==> src/rtl/fetch_unit_pkg.sv <==
// fetch_unit_pkg
//  Shared definitions for the instruction fetch slice.
//  RESET_PC_DEFAULT : default PC loaded on reset
//  INST_NOP         : canonical no-op (addi x0,x0,0) for downstream flush logic
//  PC_STEP          : byte distance between consecutive instruction words
//  fetch_entry_t    : one queued instruction, {pc, inst}
//  align_pc()       : clears the two low address bits of a jump target

package fetch_unit_pkg;

    localparam logic [31:0] RESET_PC_DEFAULT = 32'h0000_0000;
    localparam logic [31:0] INST_NOP         = 32'h0000_0013;
    localparam logic [31:0] PC_STEP          = 32'd4;

    typedef struct packed {
        logic [31:0] pc;
        logic [31:0] inst;
    } fetch_entry_t;

    function automatic logic [31:0] align_pc(input logic [31:0] addr);
        return addr & ~32'd3;
    endfunction

endpackage

==> src/rtl/fetch_queue.sv <==
// fetch_queue
//  Synchronous FIFO with push/pop/flush and occupancy count. Used both as the
//  instruction queue ({pc, inst}) and as the in-flight request PC tracker.
//  DEPTH need not be a power of two; pointers wrap explicitly at DEPTH-1.
// Parameters
//  DEPTH      number of entries (>=1)
//  WIDTH      entry width in bits
// Ports
//  clk        rising-edge clock
//  rst        asynchronous active-high reset
//  push       write push_data (accepted if not full, or full with a pop)
//  push_data  entry to write
//  pop        remove head entry (ignored when empty)
//  flush      discard all entries; takes priority over push/pop
//  head_data  oldest entry (undefined content when empty)
//  count      number of valid entries
//  full       count == DEPTH
//  empty      count == 0

module fetch_queue
    import fetch_unit_pkg::*;
#(
    parameter  int DEPTH = 4,
    parameter  int WIDTH = 64,
    localparam int PTR_W = (DEPTH > 1) ? $clog2(DEPTH) : 1,
    localparam int CNT_W = $clog2(DEPTH) + 1
) (
    input  logic             clk,
    input  logic             rst,
    input  logic             push,
    input  logic [WIDTH-1:0] push_data,
    input  logic             pop,
    input  logic             flush,
    output logic [WIDTH-1:0] head_data,
    output logic [CNT_W-1:0] count,
    output logic             full,
    output logic             empty
);

    logic [WIDTH-1:0] mem [DEPTH];
    logic [PTR_W-1:0] wr_ptr;
    logic [PTR_W-1:0] rd_ptr;
    logic             do_push;
    logic             do_pop;

    function automatic logic [PTR_W-1:0] next_ptr(input logic [PTR_W-1:0] ptr);
        if (ptr == PTR_W'(DEPTH - 1)) begin
            return '0;
        end
        return ptr + PTR_W'(1);
    endfunction

    assign empty     = (count == '0);
    assign full      = (count == CNT_W'(DEPTH));
    assign do_pop    = pop && !empty;
    // A full queue can still take a push when the head leaves in the same cycle.
    assign do_push   = push && (!full || do_pop);
    assign head_data = mem[rd_ptr];

    // Pointer and occupancy bookkeeping; flush simply rewinds everything.
    always_ff @(posedge clk or posedge rst) begin
        if (rst) begin
            wr_ptr <= '0;
            rd_ptr <= '0;
            count  <= '0;
        end else if (flush) begin
            wr_ptr <= '0;
            rd_ptr <= '0;
            count  <= '0;
        end else begin
            if (do_push) begin
                wr_ptr <= next_ptr(wr_ptr);
            end
            if (do_pop) begin
                rd_ptr <= next_ptr(rd_ptr);
            end
            case ({do_push, do_pop})
                2'b10:   count <= count + CNT_W'(1);
                2'b01:   count <= count - CNT_W'(1);
                default: ;
            endcase
        end
    end

    // Storage carries no reset; contents are only observed while count > 0.
    always_ff @(posedge clk) begin
        if (do_push && !flush) begin
            mem[wr_ptr] <= push_data;
        end
    end

endmodule

==> src/rtl/fetch_unit.sv <==
// fetch_unit
//  Instruction fetch stage. Owns the PC, issues word requests to instruction
//  memory, tracks the PC of every in-flight request, buffers returned words in
//  a small queue and hands {inst, pc} to decode over a valid/ready handshake.
//  Redirects flush the queue and mark all in-flight responses for discard.
// Configuration macro
//  FETCH_MISALIGN_TRAP_EN : when defined, a redirect to a non word-aligned
//   target raises sticky fetch_misalign and halts fetch until an aligned
//   redirect arrives. When undefined the port is absent and the low target
//   bits are silently cleared.
// Parameters
//  RESET_PC          PC loaded on reset
//  QUEUE_DEPTH       instruction queue entries (power of two, >=2)
//  MAX_OUTSTANDING   imem requests allowed in flight (1..QUEUE_DEPTH)
// Ports
//  clk, rst                      clock, asynchronous active-high reset
//  imem_req_valid/ready/addr     request channel to instruction memory
//  imem_resp_valid/data          in-order response channel, always accepted
//  inst_valid/ready, inst, inst_pc   decode handshake and head entry
//  redirect_valid, redirect_pc   redirect from execute (branch/jump/trap)
//  fetch_misalign                sticky misaligned-target flag (macro only)

module fetch_unit
    import fetch_unit_pkg::*;
#(
    parameter logic [31:0] RESET_PC        = RESET_PC_DEFAULT,
    parameter int          QUEUE_DEPTH     = 4,
    parameter int          MAX_OUTSTANDING = 2
) (
    input  logic        clk,
    input  logic        rst,
    output logic        imem_req_valid,
    input  logic        imem_req_ready,
    output logic [31:0] imem_req_addr,
    input  logic        imem_resp_valid,
    input  logic [31:0] imem_resp_data,
    output logic        inst_valid,
    input  logic        inst_ready,
    output logic [31:0] inst,
    output logic [31:0] inst_pc,
    input  logic        redirect_valid,
    input  logic [31:0] redirect_pc
`ifdef FETCH_MISALIGN_TRAP_EN
    ,
    output logic        fetch_misalign
`endif
);

    localparam int QCNT_W = $clog2(QUEUE_DEPTH) + 1;
    localparam int OCNT_W = $clog2(MAX_OUTSTANDING) + 1;

    logic [31:0]       pc_q;
    logic [OCNT_W-1:0] discard_q;
    logic [OCNT_W-1:0] outstanding;
    logic              pend_full;
    logic              pend_empty;
    logic [31:0]       pend_pc;
    logic [QCNT_W-1:0] occupancy;
    logic              q_full;
    logic              q_empty;
    fetch_entry_t      q_head;
    fetch_entry_t      q_push_entry;
    fetch_entry_t      hold_q;
    fetch_entry_t      shown;
    logic              has_room;
    logic              fetch_blocked;
    logic              req_fire;
    logic              resp_accept;
    logic              resp_drop;
    logic              q_push;
    logic              q_pop;
    logic              unused_q_full;

    assign unused_q_full = q_full;

    // Issue gating. Counting in-flight requests against queue space means a
    // response can never find the queue full. Once raised, the request can only
    // be withdrawn by a redirect: occupancy and outstanding never grow without
    // a fire.
    assign has_room       = (int'(occupancy) + int'(outstanding)) < QUEUE_DEPTH;
    assign imem_req_valid = !rst && !redirect_valid && !fetch_blocked
                            && has_room && !pend_full;
    assign imem_req_addr  = pc_q;
    assign req_fire       = imem_req_valid && imem_req_ready;

    // Responses with nothing tracked (e.g. stale ones straddling a reset) are ignored.
    assign resp_accept  = imem_resp_valid && !pend_empty;
    assign resp_drop    = redirect_valid || (discard_q != '0);
    assign q_push       = resp_accept && !resp_drop;
    assign q_push_entry = '{pc: pend_pc, inst: imem_resp_data};

    assign inst_valid = !q_empty && !redirect_valid;
    assign q_pop      = inst_valid && inst_ready;

    // PC tracker for in-flight requests; its count is the outstanding counter.
    fetch_queue #(
        .DEPTH (MAX_OUTSTANDING),
        .WIDTH (32)
    ) u_pend_pcs (
        .clk       (clk),
        .rst       (rst),
        .push      (req_fire),
        .push_data (pc_q),
        .pop       (resp_accept),
        .flush     (1'b0),
        .head_data (pend_pc),
        .count     (outstanding),
        .full      (pend_full),
        .empty     (pend_empty)
    );

    // Instruction queue toward decode; a redirect throws away everything buffered.
    fetch_queue #(
        .DEPTH (QUEUE_DEPTH),
        .WIDTH ($bits(fetch_entry_t))
    ) u_inst_queue (
        .clk       (clk),
        .rst       (rst),
        .push      (q_push),
        .push_data (q_push_entry),
        .pop       (q_pop),
        .flush     (redirect_valid),
        .head_data (q_head),
        .count     (occupancy),
        .full      (q_full),
        .empty     (q_empty)
    );

    // PC advances on each accepted request; a redirect overrides it and never
    // coincides with a fire because issue is blocked in that cycle.
    always_ff @(posedge clk or posedge rst) begin
        if (rst) begin
            pc_q <= RESET_PC;
        end else if (redirect_valid) begin
            pc_q <= align_pc(redirect_pc);
        end else if (req_fire) begin
            pc_q <= pc_q + PC_STEP;
        end
    end

    // Discard counter: on a redirect every request still in flight after this
    // cycle's response becomes stale. Back-to-back redirects recompute from the
    // live outstanding count, so nothing is double counted.
    always_ff @(posedge clk or posedge rst) begin
        if (rst) begin
            discard_q <= '0;
        end else if (redirect_valid) begin
            discard_q <= outstanding - OCNT_W'(resp_accept);
        end else if (resp_accept && (discard_q != '0)) begin
            discard_q <= discard_q - OCNT_W'(1);
        end
    end

    // Keep the last presented head so inst/inst_pc hold steady while the queue is empty.
    always_ff @(posedge clk or posedge rst) begin
        if (rst) begin
            hold_q <= '0;
        end else if (!q_empty) begin
            hold_q <= q_head;
        end
    end

    assign shown   = q_empty ? hold_q : q_head;
    assign inst    = shown.inst;
    assign inst_pc = shown.pc;

`ifdef FETCH_MISALIGN_TRAP_EN
    logic misalign_q;

    // Every redirect re-evaluates the flag: a misaligned target sets it, an
    // aligned one clears it and lets fetch resume.
    always_ff @(posedge clk or posedge rst) begin
        if (rst) begin
            misalign_q <= 1'b0;
        end else if (redirect_valid) begin
            misalign_q <= (redirect_pc[1:0] != 2'b00);
        end
    end

    assign fetch_misalign = misalign_q;
    assign fetch_blocked  = misalign_q;
`else
    assign fetch_blocked = 1'b0;
`endif

endmodule
==> config.mk <==
export PLATFORM = sky130hd
export DESIGN_NAME = fetch_unit
export DESIGN_NICKNAME = d
export VERILOG_FILES = /design/src/rtl/fetch_unit_pkg.sv /design/src/rtl/fetch_queue.sv /design/src/rtl/fetch_unit.sv
export SDC_FILE = /design/constraint.sdc
export NUM_CORES = 1
export LEC_CHECK = 0
export BUFFER_PORTS_ARGS = -buffer_cell sky130_fd_sc_hd__buf_2
export CAP_MARGIN = 20
export CORE_ASPECT_RATIO = 0.6
export CORE_MARGIN = 5
export CORE_UTILIZATION = 30
export CTS_BUF_LIST = sky130_fd_sc_hd__clkbuf_8
export CTS_CLUSTER_SIZE = 28
export DETAILED_ROUTE_END_ITERATION = 7
export MAX_ROUTING_LAYER = met4
export SETUP_SLACK_MARGIN = 0.02
export SLEW_MARGIN = 20
export SYNTH_ARGS = -nofsm -noshare
export SYNTH_HDL_FRONTEND = slang
export SYNTH_SLANG_ARGS = --single-unit
==> constraint.sdc <==
create_clock -name clk -period 3 [get_ports clk]
set_input_delay 0 -clock clk [delete_from_list [all_inputs] [get_ports clk]]
set_output_delay 0 -clock clk [all_outputs]
set_load 0.03 [all_outputs]
==> results of run 1 <==
stage by stage:
step / cells / power, uW
finish: 1916 / 16100
global route: 1916 / 17000
CTS: 1914 / 16400
detailed placement: 1717 / 11300
global placement: 1717 / 11200
floorplan: 867 / 10100
cells in the final DEF, fill, tap and decap left out, types with 3 or more instances in the layout:
| cell | instances |
|---|---|
| a21o_1 | 3 |
| a21oi_1 | 7 |
| a221o_1 | 3 |
| a31o_2 | 4 |
| a31oi_1 | 3 |
| and2_1 | 5 |
| and3_1 | 7 |
| and3_4 | 4 |
| buf_12 | 13 |
| buf_2 | 163 |
| buf_4 | 15 |
| bufinv_16 | 3 |
| clkbuf_8 | 78 |
| clkinv_1 | 4 |
| clkinv_2 | 7 |
| clkinvlp_4 | 3 |
| dfrtp_1 | 105 |
| dlygate4sd3_1 | 72 |
| edfxtp_1 | 308 |
| ha_1 | 10 |
| inv_1 | 43 |
| mux2_2 | 92 |
| mux2i_1 | 5 |
| mux4_2 | 62 |
| nand2_1 | 39 |
| nand3_1 | 17 |
| nand4_1 | 16 |
| nor2_1 | 24 |
| nor3_1 | 8 |
| nor4_1 | 3 |
| o211ai_1 | 9 |
| o21ai_0 | 23 |
| o311ai_0 | 5 |
| xnor2_1 | 10 |
| xor2_1 | 7 |
state kept, by name (all words and copies together) (netlist names):
name / count
u_pend_pcs.mem: 60
imem_req_addr: 30
u_inst_queue.wr_ptr: 2
u_inst_queue.mem: 248
u_pend_pcs.rd_ptr: 1
u_inst_queue.count: 3
u_inst_queue.rd_ptr: 2
u_pend_pcs.count: 2
hold_q: 64
discard_q: 2
u_pend_pcs.wr_ptr: 1
layout make-up:
class                      instances  area share [%]
tap                              703            4.38
clock buffer                      78            5.34
inverter                          17           0.330
timing repair buffer             263            9.50
sequential                       415            59.4
multi-input combinational        391            19.6
antenna                            2          0.0249
clock inverter                    47            1.42
tightest hold or removal path: cells and delay by family:
family          cells  cell delay (ns)
buf+inv             2             0.30
simple gates        2             0.29
compound gates      1             0.07
final timing paths:
kind / cells past startpoint / slack [ns] / to / start
max: 8 / 0.28 / imem_req_addr[31] / u_inst_queue.count[1]
min: 5 / 0.10 / imem_req_addr[6] / imem_req_ready
max reg2reg: 8 / 0.28 / imem_req_addr[31] / u_inst_queue.count[1]
min reg2reg: 1 / 0.49 / hold_q[56] / hold_q[56]
max in group asynchronous: 4 / 2.07 / hold_q[12] / rst
min in group asynchronous: 3 / 0.12 / imem_req_addr[4] / rst
logic make-up after synthesis:
family / Yosys count
buf+inv: 61
mux: 159
simple gates: 136
other cells: 1
compound gates: 66
flops: 415
fa+ha+maj: 11
xor+xnor: 17
timing repair:
item                                   in CTS  in global routing
hold buffers                               72                  0
gates resized for setup                     0                  0
endpoints found under the hold margin     207                  0
setup buffers                               0                  0
per-layer routing:
layer | routed length [um] | share of wire, %
met1 | 18500 | 48
met2 | 17100 | 44
met3 | 2230 | 5.8
met4 | 653 | 1.7
met5 | 0 | 0
synth_stat cells, types with 2 or more instances:
library cell and n:
a21o_1 3, a21oi_1 7, a221o_1 3, a31o_2 4, a31oi_1 3, and2_1 5, and3_1 11, and4_1 2
buf_1 3, buf_2 15, buf_4 3, buf_6 2, clkbuf_1 20, dfrtp_1 107, edfxtp_1 308, ha_1 10
inv_1 16, mux2_2 92, mux2i_1 5, mux4_2 62, nand2_1 39, nand2b_1 2, nand3_1 17, nand4_1 16
nor2_1 25, nor3_1 9, nor4_1 3, o211ai_1 9, o21ai_0 23, o311ai_0 5, o31ai_1 2, xnor2_1 10
xor2_1 7
power by group:
group	leakage, uW	total (uW)	switching, uW	internal [uW]
sequential	0.00408	7340	323	7020
combinational	0.00245	3850	2440	1410
clock	0.000796	4910	2270	2650
total	0.00733	16100	5030	11100
==> impl_metrics.json, run 1 <==
{
  "status": "complete, no violations",
  "worst-setup-path-type": "reg -> reg",
  "drive_above_1_share_pct": 37.5,
  "arrival_ns": 3.19,
  "setup_ws_ns": 0.280,
  "grt_pass1_vias": 9578,
  "cts_max_path_buffers": 3,
  "use_met3_pct": 3.41,
  "utilization_pct": 38.0,
  "row_count": 65,
  "nFillCells": 4909,
  "design_area_um2": 20100,
  "netlist_area_um2": 16100,
  "cts_tree": "yes",
  "cp_data_required_time_ns": 3.47,
  "grt_pass1_wl_mm": 58.9,
  "clkLatencyLatePin_ns": 0.61,
  "critPathMaxStageDelay_ns": 0.56,
  "p_leak_uw": 0.00733,
  "fmaxAchievable_mhz": 368,
  "yosys.area_share.simple_pct": 4.27,
  "synth_top_family_by_area": "multiplexers",
  "critical-path-top-delay-family": "simple AND/OR/NAND/NOR gates",
  "ys_ff_latch": 415,
  "synth.largest_area_cell": "edfxtp_1",
  "drc_errors": 0,
  "port_buffers": 163,
  "syn_avg_cell_area_um2": 18.6,
  "drv_cap": 0,
  "wl_mm": 38.5,
  "multi_input_area_um2": 3950,
  "top_usage_layer": "met2",
  "cp-start-kind": "flip-flop",
  "synth_fa_ha_area_share_pct": 0.901,
  "detail_route.iter0.violations": 590,
  "worst_pin_slew_ns": 0.875,
  "yosysWarnings": 0,
  "die_h_um": 190,
  "ys_seq_area_share_pct": 74.0,
  "hold_class": "in -> reg",
  "area_growth_pct": 24.7,
  "cp_max_fo": 12,
  "tns_ns": 0,
  "vias": 8966,
  "die_w_um": 309,
  "async_reset_ff_share_pct": 25.8,
  "synth.area.top_cells": "edfxtp_1 57%, dfrtp_1 17%, mux4_2 8.7%, mux2_2 6.4%, nand2_1 0.91%",
  "maxSlewHeadroom_pct": 41.4,
  "synth_flop_cell": "edfxtp_1",
  "drv_slew": 0,
  "final_nets": 1237,
  "htreeDepth": 3,
  "use_met2_pct": 19.7,
  "critPathSlowestCell": "dlygate4sd3_1",
  "seqCellArea_um2": 11900,
  "cp.buffers_inverters": 2,
  "grt_max_degree": 66,
  "syn_inst": 866,
  "synth_compound_area_share_pct": 2.74,
  "place_ws_ns": 0.478,
  "power.density_nw_per_um2": 801,
  "final_min_period_over_clock_period_pct": 90.7,
  "cts_buffers": 68,
  "dp_hpwl_mm": 24.0,
  "num_io_pins": 168,
  "initial_core_util_pct": 30.5,
  "critPathCaptureType": "flip-flop",
  "synth_edf_count": 308,
  "cts-root-buf": "clkbuf_8",
  "dr.pass1.iters": 5,
  "die_area_um2": 58600,
  "placed_area_um2": 18000,
  "worst_ir_drop_vdd_v": 0.000427,
  "wire_per_inst_um": 20.1,
  "grt_overflow": 0,
  "antenna_found_initial": 2,
  "synthXorXnorAreaFrac_pct": 0.924,
  "hold_slack_ns": 0.103,
  "setup_violations": 0,
  "core-area_um2": 52900,
  "grt_setup_unrepaired": "no",
  "cts_sinks": 415,
  "antenna_left": 0,
  "use_met1_pct": 19.3,
  "synthMuxAreaShare_pct": 15.4,
  "skew_ns": 0.0278,
  "vias_per_cell": 4.68,
  "period_needed_ns": 2.72,
  "synthDistinctLibCells": 51,
  "yosysTopAreaCellShare_pct": 57.4,
  "gp_congestion": 0.794,
  "critical_path.cell_chain": "ha_1, nor4_2, and4_1, inv_2, and3_1, a21oi_1, dlygate4sd3_1, nand3_1",
  "clk_pin_slew_ns": 0.07,
  "hold_viol_final": 0,
  "track_usage_pct": 13.6
}
Power figures use the tool's default switching activity.
==> run 2, diff against run 1 <==
--- a/config.mk
+++ b/config.mk
@@ -7,6 +7,8 @@
 export LEC_CHECK = 0
 export BUFFER_PORTS_ARGS = -buffer_cell sky130_fd_sc_hd__buf_2
 export CAP_MARGIN = 20
+export CELL_PAD_IN_SITES_DETAIL_PLACEMENT = 1
+export CELL_PAD_IN_SITES_GLOBAL_PLACEMENT = 1
 export CORE_ASPECT_RATIO = 0.6
 export CORE_MARGIN = 5
 export CORE_UTILIZATION = 30
@@ -14,6 +16,7 @@
 export CTS_CLUSTER_SIZE = 28
 export DETAILED_ROUTE_END_ITERATION = 7
 export MAX_ROUTING_LAYER = met4
+export PLACE_DENSITY_LB_ADDON = 0.1
 export SETUP_SLACK_MARGIN = 0.02
 export SLEW_MARGIN = 20
 export SYNTH_ARGS = -nofsm -noshare
==> impl_metrics.json, run 2 (synthesis gave the netlist of run 1 again) <==
{
  "antenna_left": 0,
  "stdcell_count": 1907,
  "utilization_pct": 38.0,
  "critPathMaxStageDelay_ns": 0.64,
  "drv_slew": 0,
  "grt_pass1_vias": 10000,
  "intPower_uw": 11000,
  "grt_max_degree": 66,
  "wl_mm": 41.8,
  "cp_data_required_time_ns": 3.00,
  "regMostFlops": "u_inst_queue.mem",
  "p_leak_uw": 0.00730,
  "drv_cap": 0,
  "status": "complete, no violations",
  "fmaxAchievable_mhz": 376,
  "core-area_um2": 52900,
  "final_nets": 1237,
  "worst_ir_drop_vdd_v": 0.000402,
  "maxSlewHeadroom_pct": 50.7,
  "cts-root-buf": "clkbuf_8",
  "drc_errors": 0,
  "grt_overflow": 0,
  "pwr-share-seq_pct": 45.5,
  "die_w_um": 309,
  "skew_ns": 0.0238,
  "dr.pass1.iters": 4,
  "hold_slack_ns": 0.0878,
  "num_io_pins": 168,
  "gp_congestion": 0.732,
  "cts_sinks": 415,
  "dp_hpwl_mm": 26.0,
  "area_growth_pct": 24.5,
  "top_regs": "u_inst_queue.mem (248), hold_q (64), u_pend_pcs.mem (60)",
  "track_usage_pct": 14.9,
  "hold_viol_final": 0,
  "p_sw_uw": 5060,
  "grt_pass1_wl_mm": 64.0,
  "detail_route.iter0.violations": 453,
  "clkLatencyLatePin_ns": 0.60,
  "use_met2_pct": 22.1,
  "top_usage_layer": "met2",
  "rr_worst_depth": 6,
  "period_needed_ns": 2.66,
  "setup_violations": 0,
  "use_met1_pct": 21.2,
  "final_cell_mix": "308 x edfxtp_1, 163 x buf_2, 105 x dfrtp_1, 92 x mux2_2, 76 x clkbuf_8",
  "wire_per_inst_um": 21.9,
  "design_area_um2": 20100,
  "cts_buffers": 66,
  "critPathSlowestCell": "mux4_2",
  "initial_core_util_pct": 30.5,
  "postCtsHoldBufs": 69,
  "final_min_period_over_clock_period_pct": 88.6,
  "critical_path.cell_chain": "buf_4, mux4_2, mux2_2, buf_2",
  "htreeDepth": 3,
  "tns_ns": 0,
  "p_sw_share_pct": 31.5,
  "drive_above_1_share_pct": 38.1,
  "place.detailed.instances": 1722,
  "nFillCells": 5300,
  "use_met3_pct": 3.15,
  "final_common_cell": "edfxtp_1",
  "worst-setup-path-type": "reg -> out",
  "largest_register_ffs": 248,
  "antenna_found_initial": 1,
  "cp-start-kind": "flip-flop",
  "vias": 8949,
  "cts_resized": 0,
  "row_count": 65,
  "grt_setup_unrepaired": "no",
  "r2r-start": "u_inst_queue.count[1]",
  "die_h_um": 190,
  "r2r-end": "u_pend_pcs.mem[0][5]",
  "critPathCaptureType": "primary output",
  "port_buffers": 163,
  "cts_max_path_buffers": 3,
  "clk_pin_slew_ns": 0.07,
  "cts_tree": "yes",
  "die_area_um2": 58600,
  "arrival_ns": 2.66,
  "worst_pin_slew_ns": 0.737,
  "power.density_nw_per_um2": 802,
  "postCtsSetupBuffers": 0,
  "cp_max_fo": 30,
  "comb_power_share_pct": 24.3,
  "hold_class": "in -> async",
  "placed_area_um2": 18100,
  "vias_per_cell": 4.69,
  "rrSetupSlack_ns": 0.39,
  "p_clk_share_pct": 30.2
}
-- run 2: cell types whose count changed in the layout (fill, tap and decap cells not counted), sizes merged --
cell	delta
clkbuf	-2
clkinvlp	-1
buf	+5
clkinv	-1
dlygate4sd3	-3
diode	-1
inv	-6
-- run 2: layout make-up --
cell class,instances,area (um2),area share [%]
inverters,17,68.8,0.343
well taps,703,880,4.38
diodes,1,2.50,0.0125
flip-flops and latches,415,11900,59.5
clock inverters,39,262,1.30
clock buffers,76,1050,5.21
multi-input cells,391,3940,19.6
repair buffers,265,1930,9.62
-- run 2: power by group through the flow --
stage	clock, uW	sequential [uW]	combinational [uW]
finish	4860	7310	3910
global route	5400	7380	4230
CTS	5110	7330	4030
detailed placement	0	7440	3940
global placement	0	7420	3910
floorplan	0	7400	2650
-- run 2: worst max-delay path by stage --
stage | startpoint | to | cells after the start
after floorplan | discard_q[0] | u_inst_queue.mem[1][0] | 5
after global placement | u_inst_queue.count[1] | u_pend_pcs.mem[0][15] | 6
after detailed placement | u_inst_queue.count[1] | u_pend_pcs.mem[0][11] | 6
after CTS | u_inst_queue.rd_ptr[0] | inst_pc[29] | 4
after global routing | u_inst_queue.rd_ptr[0] | inst[2] | 4
final | u_inst_queue.rd_ptr[0] | inst[2] | 4
-- run 2: layer usage --
metal / vias to the layer above / share of wire, %
met4: 0 / 1.7
met1: 4731 / 49
met3: 64 / 4.1
li1: 3988 / -
met5: - / 0
met2: 166 / 46
-- run 2: critical path: cells and delay by family (launching register included) --
family | cells | cell delay, ns
flops | 1 | 0.42
buf+inv | 2 | 0.69
mux | 2 | 0.94
-- run 2: metrics by stage --
stage          setup slack (ns)  power (uW)
3_5_place_dp              0.393       11400
6_report                  0.341       16100
4_1_cts                   0.198       16500
5_1_grt                   0.147       17000
3_3_place_gp              0.457       11300
2_1_floorplan            0.0202       10100
